File: src/rtl/ifu_inst_fetch.sv
// ifu_inst_fetch: instruction-fetch request stage between the PC counter and IF/ID.
// Issues one read per new PC, holds the returned instruction until IF/ID takes
// it, and discards in-flight data on a branch flush without breaking the
// memory handshake.
// Optional feature macro: IFU_ACCESS_FAULT_EN (non-OKAY read responses raise
// IFU_o_fault and substitute NOP_INST).
module ifu_inst_fetch #(
  parameter logic [31:0] NOP_INST = 32'h0000_0013
) (
  input  logic        clk,
  input  logic        rst,
  input  logic [31:0] IFU_o_pc,
  input  logic        pc_change,
  input  logic        BRANCH_flushIF,
  input  logic        FORWARD_stallID,
  output logic        IFU_arvalid,
  output logic [31:0] IFU_araddr,
  input  logic        IFU_arready,
  input  logic        IFU_rvalid,
  input  logic [31:0] IFU_rdata,
  input  logic [1:0]  IFU_rresp,
  output logic        IFU_rready,
  output logic [31:0] IFU_o_inst,
  output logic [31:0] IFU_o_inst_pc,
  output logic        IFU_o_valid,
  output logic        IFU_o_fault,
  output logic        IFU_o_busy
);

  typedef enum logic [1:0] {
    IDLE = 2'd0,
    ADDR = 2'd1,
    DATA = 2'd2,
    HOLD = 2'd3
  } state_t;

  state_t      state_r;
  state_t      state_s;
  logic        discard_r;
  logic        discard_s;
  logic        launch_s;
  logic        take_s;
  logic        release_s;
  logic        busy_s;
  logic        arvalid_r;
  logic        rready_r;
  logic [31:0] req_pc_r;
  logic [31:0] inst_r;
  logic [31:0] inst_pc_r;
  logic        valid_r;
  logic        fault_r;

`ifndef IFU_ACCESS_FAULT_EN
  // The response code has no consumer when access faults are disabled.
  logic        rresp_unused_s;
  assign rresp_unused_s = ^IFU_rresp;
`endif

  // Next-state, discard tracking and transfer strobes.
  always_comb begin
    state_s   = state_r;
    discard_s = discard_r;
    launch_s  = 1'b0;
    take_s    = 1'b0;
    release_s = 1'b0;
    case (state_r)
      IDLE: begin
        if (pc_change && !BRANCH_flushIF) begin
          launch_s = 1'b1;
          state_s  = ADDR;
        end else begin
          state_s  = IDLE;
        end
      end
      ADDR: begin
        // The address stays presented until accepted even when flushed.
        if (BRANCH_flushIF) begin
          discard_s = 1'b1;
        end else begin
          discard_s = discard_r;
        end
        if (IFU_arready) begin
          state_s = DATA;
        end else begin
          state_s = ADDR;
        end
      end
      DATA: begin
        if (IFU_rvalid) begin
          if (discard_r || BRANCH_flushIF) begin
            state_s   = IDLE;
            discard_s = 1'b0;
          end else begin
            take_s    = 1'b1;
            state_s   = HOLD;
          end
        end else if (BRANCH_flushIF) begin
          discard_s = 1'b1;
        end else begin
          discard_s = discard_r;
        end
      end
      HOLD: begin
        // Flush wins over a downstream stall.
        if (BRANCH_flushIF || !FORWARD_stallID) begin
          release_s = 1'b1;
          state_s   = IDLE;
        end else begin
          state_s   = HOLD;
        end
      end
      default: begin
        state_s   = IDLE;
        discard_s = 1'b0;
      end
    endcase
  end

  // Combinational stall request toward the hazard unit.
  always_comb begin
    busy_s = launch_s
           | (state_r == ADDR)
           | (state_r == DATA)
           | ((state_r == HOLD) && FORWARD_stallID && !BRANCH_flushIF);
  end

  // State and discard flag registers.
  always_ff @(posedge clk) begin
    if (rst) begin
      state_r   <= IDLE;
      discard_r <= 1'b0;
    end else begin
      state_r   <= state_s;
      discard_r <= discard_s;
    end
  end

  // Registered handshake and instruction outputs.
  always_ff @(posedge clk) begin
    if (rst) begin
      arvalid_r <= 1'b0;
      rready_r  <= 1'b0;
      req_pc_r  <= 32'h0000_0000;
      inst_r    <= NOP_INST;
      inst_pc_r <= 32'h0000_0000;
      valid_r   <= 1'b0;
      fault_r   <= 1'b0;
    end else begin
      arvalid_r <= (state_s == ADDR);
      rready_r  <= (state_s == DATA);
      if (launch_s) begin
        req_pc_r <= IFU_o_pc;
      end
      if (take_s) begin
        valid_r   <= 1'b1;
        inst_pc_r <= req_pc_r;
`ifdef IFU_ACCESS_FAULT_EN
        if (IFU_rresp != 2'b00) begin
          inst_r  <= NOP_INST;
          fault_r <= 1'b1;
        end else begin
          inst_r  <= IFU_rdata;
          fault_r <= 1'b0;
        end
`else
        inst_r    <= IFU_rdata;
        fault_r   <= 1'b0;
`endif
      end else if (release_s) begin
        valid_r <= 1'b0;
        fault_r <= 1'b0;
      end
    end
  end

  assign IFU_arvalid   = arvalid_r;
  assign IFU_rready    = rready_r;
  assign IFU_araddr    = req_pc_r;
  assign IFU_o_inst    = inst_r;
  assign IFU_o_inst_pc = inst_pc_r;
  assign IFU_o_valid   = valid_r;
  assign IFU_o_fault   = fault_r;
  assign IFU_o_busy    = busy_s;

endmodule
File: config.mk
export PLATFORM = sky130hd
export DESIGN_NAME = ifu_inst_fetch
export DESIGN_NICKNAME = d
export VERILOG_FILES = /design/src/rtl/ifu_inst_fetch.sv
export SDC_FILE = /design/constraint.sdc
export NUM_CORES = 1
export LEC_CHECK = 0
export ABC_AREA = 1
export ABC_CLOCK_PERIOD_IN_PS = 1100
export CAP_MARGIN = 20
export CORE_ASPECT_RATIO = 0.9
export CORE_MARGIN = 8
export CORE_UTILIZATION = 37
export CTS_CLUSTER_DIAMETER = 80
export DETAILED_ROUTE_END_ITERATION = 10
export GPL_ROUTABILITY_DRIVEN = 0
export PLACE_DENSITY_LB_ADDON = 0.08
export SYNTH_ARGS = -nofsm -noshare
export SYNTH_HDL_FRONTEND = slang
export SYNTH_SLANG_ARGS = --single-unit
File: constraint.sdc
create_clock -name clk -period 1.1 [get_ports clk]
set_input_delay 0.11 -clock clk [delete_from_list [all_inputs] [get_ports clk]]
set_output_delay 0.11 -clock clk [all_outputs]
set_load 0.005 [all_outputs]
=== Yosys cells after proc, flatten, opt, wreduce, memory -nomap -nowiden ===
Cells that the tools add are included.

* Equality and inequality tests: 6
* Muxes and demuxes: 19
* Bitwise gates (word level): 3
* Reduce and logical (&&, ||, !) cells: 11

{| class="wikitable"
|+ Operator list
! operator !! count
|-
| $mux W1 || 13
|-
| $mux W2 || 4
|-
| $pmux W2 S4 || 1
|-
| $eq A2 B2 Y1 const B || 3
|-
| $eq A2 B1 Y1 const B || 2
|-
| $reduce_bool A2 Y1 || 2
|-
| $logic_and A1 B1 Y1 || 3
|-
| $ne A3 B3 Y1 const B || 1
|-
| $or A1 B1 Y1 || 3
|-
| $logic_not A1 Y1 || 2
|-
| $logic_not A2 Y1 || 1
|-
| $logic_or A1 B1 Y1 || 2
|-
| $pmux W1 S2 || 1
|-
| $reduce_and A2 Y1 || 1
|}

* Register bits: 102
* Input port bits: 73
* Output and inout bits: 101
* Logic and storage cells: 47

=== Logic depth before layout (Yosys ltp) ===
Gate-level depths: netlist of run 1.

* Depth in word-level cells: 7
* Gate-level depth with buffers: 8
* Depth with buffers taken out: 7

=== Worst setup path after synthesis of run 1 ===
Ideal clock, no wire load.

* Kind: flip-flop to flip-flop
* From: register discard_r
* To: register rready_r (netlist: IFU_rready)
* Setup time: 112 ps
* Data arrival time: 1046 ps
* Data required time: 988 ps
* Slack: -57 ps
* Stages on the path, launching flop included: 7
* Buffers on the path: 2
* Clock period less this slack: 1157 ps
* Path through: dfxtp_1 nor2_1 nand3_4 buf_6 buf_6 a21oi_2 nor2_1

* Cells in the longest elaborated chain, start to end: 5

{| class="wikitable"
|+ RTL lines
! element !! RTL line !! text
|-
| start: declaration || 39 || <nowiki>logic discard_r;</nowiki>
|-
| start signal: assignment || 134 || <nowiki>discard_r <= discard_s;</nowiki>
|-
| $logic_or A1 B1 Y1 || 90 || <nowiki>if (discard_r || BRANCH_flushIF) begin</nowiki>
|-
| $mux W2 || 90 ||
|-
| $mux W2 || 89 || <nowiki>if (IFU_rvalid) begin</nowiki>
|-
| $pmux W2 S4 || 66 || <nowiki>case (state_r)</nowiki>
|-
| $eq A2 B2 Y1 || 150 || <nowiki>rready_r <= (state_s == DATA);</nowiki>
|-
| end signal: assignment || 150 ||
|-
| end: declaration || 46 || <nowiki>logic rready_r;</nowiki>
|}

No other way between the ends.
A chain may end at the register's enable or synchronous reset.

=== Final worst setup path of run 1 ===
* From: register state_r[0]
* To: register inst_pc_r[14] (netlist: IFU_o_inst_pc[14])

* Cells in the longest elaborated chain, start to end: 2

{| class="wikitable"
|+ RTL lines
! element !! RTL line !! text
|-
| start: declaration || 37 || <nowiki>state_t state_r;</nowiki>
|-
| start signal: assignment || 133 || <nowiki>state_r <= state_s;</nowiki>
|-
| $eq A2 B2 Y1 || 66 ||
|-
| $mux W1 || 66 ||
|-
| end signal: assignment || 156 || <nowiki>inst_pc_r <= req_pc_r;</nowiki>
|-
| end: declaration || 49 || <nowiki>logic [31:0] inst_pc_r;</nowiki>
|}

No other way between the ends.

==> flow_summary_export.csv, run 1 <==
group,metric,value,unit
cts,clock_latency,0.35,ns
pwr,swShare,26.75,%
sta,setup_ws,-0.2619,ns
grt,grt_overflow,0,
run,drv_cap,0,
grt,grt_pass1_wl,19170,um
finish,final_nets,747,
critical_path,cp.arrival,1.64,ns
yosys,synthesis.area,0.003640,sq mm
floorplanning,ios,174,
critical_path,required,1.38,ns
pwr,seq_power_share,50.3,%
sta,final.setup_skew,0.007153,ns
critical_path,cp_max_fo,25,
critical_path,max_stage_delay,0.38,ns
run_status,status,"finished, violations left",
route,drtAntennaViolNets,0,
pwr,p_int,5799,uW
cts,clk_pin_slew,0.10,ns
sta,hold_slack,0.3290,ns
cts,cts.sink_count,102,
run_status,violations,"negative setup slack",
yosys,synth_edf_count,0,
cts,htree_levels,3,
cts,cts_root_buf,"clkbuf_8",
yosys,ys_warn_count,0,
floorplanning,fp-row-count,34,
floorplanning,initial_core_util,37.86,%
critical_path,crit_path_start_kind,"flop",
placed_design,dp_slack,-0.5736,ns
grt,antenna_found_initial,0,
route,vias_per_cell,4.714,
finish,syn_to_final_growth,80.13,%
yosys,synth.avg_cell_area,7.777,sq um
cts,clockBufferDepth,2,
sta,setup_viol_count_final,102,
critical_path,critPathCaptureType,"flop",
grt,grt_pass1_vias,3760,
yosys,synth_cell_types,19,
pwr,irDropWorstVdd,707.4,uV
placed_design,dp_hpwl,8449,um
route,postRouteWirelength,12860,um
floorplanning,die_x,120.5,um
route,first_pass_iters,4,
min_path,hold_class,"input port to flop",
pwr,p_leak,0.002779,uW
sta,rsz0062_at_grt,"yes",
yosys,syn_nets,541,
finish,drive_gt1_share,36.08,%
sta,fmax,0.7342,GHz
pwr,clkPwrFrac,30.4,%
route,wl_per_cell,15.97,um
route,drc,0,
pwr,pwr-share-comb,19.4,%
yosys,synth_common_cells,"nor2_1 (194), dfxtp_1 (102), o21ai_0 (70)",
cts,cts_inserted_buffers,9,
critical_path,cp_slowest_cell,"dfxtp_4",
placed_design,portBuffers,170,
yosys,synth.most_common_cell,"nor2_1",
yosys,synth_seq_cells,102,
pwr,powerDensity,1208,mW/mm^2
cts,hold_buffers,0,
yosys,ys.flop_type,"dfxtp_1",
yosys,synth_top_cell_area_share,56.10,%
sta,period_share,123.8,%
pwr,switchingPower,2118,uW
floorplanning,die_h,110.1,um
cts,cts_tree,"done",
grt,grt_max_degree,53,
critical_path,path_cells,"buf_6 > inv_4 > nand2_4 > inv_4 > nand3_4 > inv_6 > buf_12 > nor2_1 > nor2_1",
yosys,yosysSeqAreaShare,56.10,%
sta,finalMaxSlewViolations,0,
floorplanning,coreArea,0.009614,sq mm
critical_path,crit_type,"flop to flop",
route,via_count,3795,
route,drt_iter0_drc,271,
yosys,synthTopCellsByArea,"dfxtp_1 (56%), nor2_1 (20%), o21ai_0 (9.6%), o21ai_1 (3.4%), nand2_1 (1.9%)",
yosys,netlist_instances,468,
yosys,synthArstFlopShare,0,%
grt,gr-usage-all-layers,18.08,%
sta,min_period,1.362,ns
critical_path,critical_path_buf_inv_count,5,
sta,hold_viol_final,0,
floorplanning,die_area,0.01327,sq mm
finish,antennaDiodeCount,0,
yosys,yosys.area.top_type,"dfxtp_1",
critical_path,cp_top_family,"buffers and inverters",
sta,fin_setup_tns,-20.92,ns
cell type report:
cell class	instances	area [sq um]
clock inverters	6	68.82
multi-input cells	321	1719
flip-flops and latches	102	2155
inverters	15	71.32
clock buffers	10	127.6
well taps	126	157.7
repair buffers	225	2257
fillers	819	3058
path summary, 6_finish.rpt:
| kind | from | endpoint | slack [ns] | depth (start not counted) |
|---|---|---|---|---|
| worst max-delay path | state_r[0] | IFU_o_inst_pc[14] | -0.26 | 9 |
| worst min-delay path | IFU_rdata[4] | IFU_o_inst[4] | 0.33 | 3 |
| worst max register to register | state_r[0] | IFU_o_inst_pc[14] | -0.26 | 9 |
| worst min register to register | IFU_o_inst[28] | IFU_o_inst[28] | 0.47 | 2 |
stage by stage:
step | util [%] | total power (uW) | cells | cell area (sq um)
global placement | 57.94 | 5156 | 758 | 5570
finish | 68.19 | 7917 | 805 | 6556
global route | 68.19 | 8313 | 805 | 6556
floorplan | - | 4445 | 468 | 3645
CTS | 64.19 | 7794 | 790 | 6171
detailed placement | 57.94 | 5184 | 758 | 5570
flip-flops by register name (all words and copies together) (netlist names):
name and cells:
IFU_arvalid 1, discard_r 1, IFU_o_valid 1, state_r 2, IFU_araddr 32, IFU_o_inst 32, IFU_o_inst_pc 32, IFU_rready 1
placed cells by master, fill, tap and decap left out, types with 4 or more instances in the layout:
master / count
clkdlybuf4s15_1: 50
clkbuf_2: 11
o21ai_1: 41
dlygate4sd2_1: 35
dfxtp_4: 8
a21oi_2: 4
nor2_4: 20
clkbuf_8: 9
o21ai_0: 32
nand2_1: 10
clkdlybuf4s50_1: 70
o21ai_2: 21
dfxtp_1: 28
nor2_1: 151
dfxtp_2: 66
nor2_2: 23
buf_6: 8
buf_12: 11
buf_4: 30
inv_1: 10
nand2_2: 7
inv_6: 4
metal layers:
layer	vias to the layer above	track usage, %	share of wire, %
li1	1899	-	-
met1	1758	19.84	40
met2	119	31.75	50
met3	19	7.128	8.0
met4	0	5.788	2.0
met5	-	0	0
worst register-to-register path: stages, from the launching register on:
cell and delay (ns):
dfxtp_4 0.38, buf_6 0.12, inv_4 0.05, nand2_4 0.05, inv_4 0.06, nand3_4 0.14, inv_6 0.14, buf_12 0.18
nor2_1 0.06, nor2_1 0.11
what timing repair did:
action / CTS / global route
setup buffers: 11 / 22
setup endpoints to repair: 200 / 172
cloned: 5 / 1
resized for setup: 241 / 188
pin swaps: 21 / 41
kinds of logic (layout without fill, tap and decap cells):
| family | count (synthesis) | count (layout) | share of synthesized area (%) |
|---|---|---|---|
| buffers and inverters | 45 | 256 | 6.463 |
| AOI/OAI and AO/OA | 100 | 100 | 13.85 |
| and+or+nand+nor | 220 | 220 | 23.48 |
| other | 1 | 1 | 0.1030 |
| DFF | 102 | 102 | 56.10 |
power groups by stage:
stage	sequential, uW	clock, uW	combinational (uW)
finish	3980	2400	1530
CTS	3960	2460	1370
floorplan	4040	0	410
detailed placement	4030	0	1150
global route	4000	2650	1670
global placement	4020	0	1130
No activity file was read; power rests on OpenSTA's default activity.
==> inputs of run 2 (changes only) <==
--- a/config.mk
+++ b/config.mk
@@ -18,3 +18,4 @@
 export SYNTH_ARGS = -nofsm -noshare
 export SYNTH_HDL_FRONTEND = slang
 export SYNTH_SLANG_ARGS = --single-unit
+export TNS_END_PERCENT = 5
==> flow_summary_export.csv, run 2 (same netlist as run 1, synthesis figures left out) <==
group,metric,value,unit
grt,grtUsageMet1,18.65,%
critical_path,required,1.35,ns
floorplanning,ios,174,
finish,drive_gt1_share,26.92,%
cts,cts_inserted_buffers,9,
pwr,seq_power_share,53.8,%
grt,grt_pass1_vias,3599,
critical_path,cp_slowest_cell,"dfxtp_4",
sta,rsz0062_at_grt,"yes",
cts,hold_buffers,0,
critical_path,cp.depth,7,
critical_path,path_cells,"buf_6 > nand2_4 > inv_6 > nand3_4 > buf_6 > o21ai_0 > nor2_1",
cts,htree_levels,3,
route,vias_per_cell,4.661,
critical_path,cp_max_fo,16,
finish,syn_to_final_growth,68.13,%
critical_path,r2r_end,"IFU_o_inst_pc[31]",
finish,antennaDiodeCount,0,
floorplanning,die_area,0.01327,sq mm
grt,gr-usage-all-layers,16.87,%
route,drt_iter0_drc,165,
placed_design,portBuffers,170,
finish,mostFrequentLayoutCell,"nor2_1",
run_status,status,"finished, violations left",
sta,setup_ws,-0.2455,ns
grt,grt_busiest_layer,"met2",
critical_path,crit_path_start_kind,"flop",
finish,fillers,854,
finish,layout.area.seq,0.002137,sq mm
critical_path,crit_top_cell,"buf_6",
critical_path,cp_top_family,"buffers and inverters",
pwr,powerDensity,1209,mW/mm^2
grt,grt_overflow,0,
sta,final.setup_skew,0.01233,ns
grt,grt_use_met2,29.85,%
route,drtAntennaViolNets,0,
critical_path,max_stage_delay,0.39,ns
critical_path,rr_worst_depth,7,
pwr,p_leak,0.002546,uW
critical_path,cp-endpoint,"IFU_o_inst_pc[31]",
pwr,pwr-share-comb,15.8,%
floorplanning,coreArea,0.009614,sq mm
route,drc,0,
pwr,swShare,27.02,%
critical_path,crit_type,"flop to flop",
sta,period_share,122.3,%
pwr,switchingPower,1999,uW
route,postRouteWirelength,12130,um
critical_path,cp.arrival,1.60,ns
finish,mostFrequentLayoutCells,"nor2_1 (183), clkdlybuf4s15_1 (71), dfxtp_2 (70), clkdlybuf4s50_1 (70), o21ai_0 (51)",
route,first_pass_iters,4,
pwr,irDropWorstVdd,993.1,uV
placed_design,dp_hpwl,8395,um
route,wl_per_cell,15.34,um
sta,min_period,1.345,ns
sta,finalMaxSlewViolations,0,
floorplanning,fp-row-count,34,
grt,antenna_found_initial,0,
route,via_count,3687,
grt,grt_util_met3,6.976,%
placed_design,placed_area,0.005598,sq mm
critical_path,critPathCaptureType,"flop",
cts,clock_latency,0.36,ns
cts,clockBufferDepth,2,
grt,grt_max_degree,58,
sta,hold_viol_final,0,
min_path,hold_start,"IFU_rdata[1]",
floorplanning,die_x,120.5,um
critical_path,worstReg2RegStart,"state_r[1]",
cts,cts_root_buf,"clkbuf_8",
pwr,p_int,5399,uW
run,drv_cap,0,
grt,grt_pass1_wl,18000,um
cts,cts_tree,"done",
sta,fmax,0.7432,GHz
run_status,violations,"negative setup slack",
sta,setup_viol_count_final,102,
min_path,hold_class,"input port to flop",
floorplanning,die_h,110.1,um
critical_path,rrSetupSlack,-0.25,ns
critical_path,startpoint,"state_r[1]",
pwr,power,7398,uW
floorplanning,initial_core_util,37.86,%
pwr,clkPwrFrac,30.5,%
finish,fin_area,0.006120,sq mm
finish,final_nets,733,
cts,clk_pin_slew,0.10,ns
critical_path,critical_path_buf_inv_count,3,
finish,multi_input_comb_area,0.001484,sq mm
cts,cts.sink_count,102,
## run 2: through the flow
| stage | TNS [ns] | hold slack, ns | worst slack (ns) | instances | utilization [%] |
|---|---|---|---|---|---|
| floorplan | -0.1661 | 0.1791 | -0.007402 | 468 | - |
| global placement | -36.61 | 0.4531 | -0.4640 | 760 | 58.22 |
| detailed placement | -36.77 | 0.4577 | -0.5285 | 760 | 58.22 |
| CTS | -17.88 | 0.2992 | -0.2450 | 782 | 60.54 |
| global route | -24.84 | 0.3065 | -0.3025 | 791 | 63.65 |
| finish | -17.17 | 0.3146 | -0.2455 | 791 | 63.65 |
## run 2: area by class of cell
type / count / area share (%)
multi-input cells: 322 / 24.25
repair buffers: 210 / 33.98
well taps: 126 / 2.576
clock inverters: 7 / 1.084
clock buffers: 9 / 2.024
inverters: 15 / 1.165
flip-flops and latches: 102 / 34.92
## run 2: worst min-delay path by stage
stage / to / slack [ns] / depth (start not counted)
after floorplan: IFU_o_valid / 0.18 / 1
after global placement: IFU_o_inst[0] / 0.45 / 2
after detailed placement: IFU_o_inst[1] / 0.46 / 2
after CTS: IFU_o_inst[1] / 0.30 / 3
after global routing: IFU_o_inst[1] / 0.31 / 3
final: IFU_o_inst[1] / 0.31 / 3
## run 2: worst reg2reg max path, stage by stage (launching register included)
cell     delay (ns)
dfxtp_4        0.39
buf_6          0.11
nand2_4        0.05
inv_6          0.07
nand3_4        0.15
buf_6          0.22
o21ai_0        0.19
nor2_1         0.06
## run 2: timing repair
action,in CTS,in global routing
pin swaps,1,35
setup buffers,6,3
gates cloned,0,6
endpoints found under the setup margin,199,196
gates resized for setup,181,164
## run 2: per-layer routing
layer / vias up / part of all wire [%]
li1: 1870 / -
met1: 1685 / 42
met2: 118 / 49
met3: 14 / 8.1
met4: 0 / 1.2
met5: - / 0
## run 2: power groups by stage
stage               Combinational, uW  Sequential [uW]  Clock, uW
floorplan                         410             4040          0
global placement                 1130             4030          0
detailed placement               1150             4040          0
CTS                              1100             3960       2330
global route                     1290             4000       2480
finish                           1170             3980       2250
==> inputs of run 3 (changes only) <==
--- a/config.mk
+++ b/config.mk
@@ -8,10 +8,13 @@
 export ABC_AREA = 1
 export ABC_CLOCK_PERIOD_IN_PS = 1100
 export CAP_MARGIN = 20
+export CELL_PAD_IN_SITES_DETAIL_PLACEMENT = 0
+export CELL_PAD_IN_SITES_GLOBAL_PLACEMENT = 1
 export CORE_ASPECT_RATIO = 0.9
 export CORE_MARGIN = 8
-export CORE_UTILIZATION = 37
+export CORE_UTILIZATION = 25
 export CTS_CLUSTER_DIAMETER = 80
+export CTS_CLUSTER_SIZE = 20
 export DETAILED_ROUTE_END_ITERATION = 10
 export GPL_ROUTABILITY_DRIVEN = 0
 export PLACE_DENSITY_LB_ADDON = 0.08
==> flow_summary_export.csv, run 3 (same netlist as run 1, synthesis figures left out) <==
group,metric,value,unit
finish,antennaDiodeCount,0,
finish,layout.area.seq,0.002079,sq mm
placed_design,portBuffers,170,
critical_path,r2r_end,"IFU_araddr[10]",
route,via_count,3584,
cts,cts_inserted_buffers,9,
floorplanning,die_x,143.2,um
floorplanning,initial_core_util,25.19,%
cts,cts_tree,"done",
route,wl_per_cell,14.36,um
critical_path,max_stage_delay,0.34,ns
min_path,min_delay_path_depth,3,
grt,grt_pass1_vias,3656,
sta,hold_viol_final,0,
pwr,irDropWorstVdd,734.6,uV
finish,final_nets,725,
critical_path,crit_path_start_kind,"flop",
cts,cts_root_buf,"clkbuf_16",
sta,fin_setup_tns,-16.42,ns
route,drtAntennaViolNets,0,
critical_path,required,1.38,ns
finish,mostFrequentLayoutCells,"nor2_1 (192), dfxtp_1 (74), dlygate4sd2_1 (72)",
run,drv_cap,0,
floorplanning,die_h,130.5,um
critical_path,path_cells,"nor2_4 > buf_6 > nand3_4 > inv_6 > buf_12 > buf_12 > buf_16 > nor2_1 > nor2_1",
route,vias_per_cell,4.192,
grt,grt_pass1_wl,19250,um
cts,htree_levels,3,
cts,clockBufferDepth,2,
pwr,p_leak,0.002700,uW
critical_path,crit_type,"flop to flop",
finish,fin_cells,855,
cts,clk_pin_slew,0.07,ns
route,drc,0,
sta,hold_slack,0.3282,ns
finish,multi_input_comb_area,0.001398,sq mm
run_status,violations,"negative setup slack",
critical_path,cp_max_fo,5,
cts,clock_latency,0.35,ns
route,drt_iter0_drc,154,
sta,final.setup_skew,0.005022,ns
sta,setup_viol_count_final,101,
pwr,powerDensity,1375,mW/mm^2
pwr,power,8385,uW
min_path,hold_start,"IFU_rdata[1]",
placed_design,dp_slack,-0.4961,ns
placed_design,dp_hpwl,8597,um
grt,gr-usage-all-layers,13.36,%
critical_path,cp.arrival,1.61,ns
sta,finalMaxSlewViolations,0,
critical_path,worstReg2RegStart,"state_r[0]",
min_path,hold_end,"IFU_o_inst[1]",
grt,grt_max_degree,49,
floorplanning,ios,174,
sta,fmax,0.7542,GHz
floorplanning,coreArea,0.01445,sq mm
sta,setup_ws,-0.2259,ns
sta,min_period,1.326,ns
finish,fillers,1513,
placed_design,dpl.cell_count,831,
route,postRouteWirelength,12280,um
finish,syn_to_final_growth,67.58,%
cts,cts.sink_count,102,
critical_path,cp_slowest_cell,"dfxtp_2",
run_status,status,"finished, violations left",
critical_path,rr_worst_depth,9,
route,first_pass_iters,4,
cts,hold_buffers,0,
finish,drive_gt1_share,15.68,%
floorplanning,die_area,0.01868,sq mm
min_path,hold_class,"input port to flop",
grt,antenna_found_initial,0,
sta,period_share,120.5,%
critical_path,critPathCaptureType,"flop",
sta,rsz0062_at_grt,"yes",
floorplanning,fp-row-count,42,
finish,mostFrequentLayoutCell,"nor2_1",
critical_path,rrSetupSlack,-0.23,ns
grt,grt_overflow,0,
[run 3: cell count changes in the layout (fill, tap and decap cells not counted), sizes merged, moves of 2 or more]
| cell | delta |
|---|---|
| dlygate4sd2 | +62 |
| clkdlybuf4s15 | -53 |
| clkbuf | -8 |
| buf | -6 |
| inv | -3 |
| clkinv | +2 |
[run 3: routing by layer]
layer  vias to the layer above  share of wire [%]  global-route usage (%)
met4                         0                1.6                   5.181
met1                      1613                 41                   14.77
met3                        13                 12                   6.793
li1                       1850                  -                       -
met2                       108                 46                   21.60
met5                         -                  0                       0
[run 3: through the flow]
step / utilization, % / area [sq um]
final: 42.21 / 6100
after global routing: 42.21 / 6100
after CTS: 42.08 / 6081
after detailed placement: 39.39 / 5693
after global placement: 39.39 / 5693
after floorplan: - / 3645
[run 3: area by class of cell]
| cell class | instances | area share [%] |
|---|---|---|
| Sequential cell | 102 | 34.09 |
| Clock buffer | 10 | 3.918 |
| Timing Repair Buffer | 203 | 32.96 |
| Inverter | 15 | 1.046 |
| Multi-Input combinational cell | 321 | 22.91 |
| Tap cell | 198 | 4.062 |
| Clock inverter | 6 | 1.005 |
[run 3: report_power, final]
group / leakage [uW] / switching, uW / internal, uW / total [uW]
combinational: 0.00171 / 497 / 683 / 1180
sequential: 0.000840 / 105 / 3860 / 3970
clock: 0.000148 / 1420 / 1820 / 3240
total: 0.00270 / 2020 / 6360 / 8380
[run 3: worst max-delay path by stage]
stage	from	end
global route	state_r[0]	IFU_arvalid
finish	state_r[0]	IFU_araddr[10]
detailed placement	pc_change	IFU_o_busy
floorplan	state_r[0]	IFU_o_inst[26]
global placement	pc_change	IFU_o_busy
CTS	state_r[0]	IFU_o_busy
[run 3: worst max-delay path, delay by kind of cell, from the launching register on]
| kind | cells | cell delay [ns] |
|---|---|---|
| AND/OR/NAND/NOR | 4 | 0.39 |
| buffers and inverters | 5 | 0.52 |
| flip-flops | 1 | 0.34 |
[run 3: timing repair]
action | 4_1_cts | 5_1_grt
resized for setup | 165 | 50
pin swaps | 12 | 0
endpoints found under the setup margin | 200 | 140
setup buffers | 5 | 0
gates cloned | 2 | 1
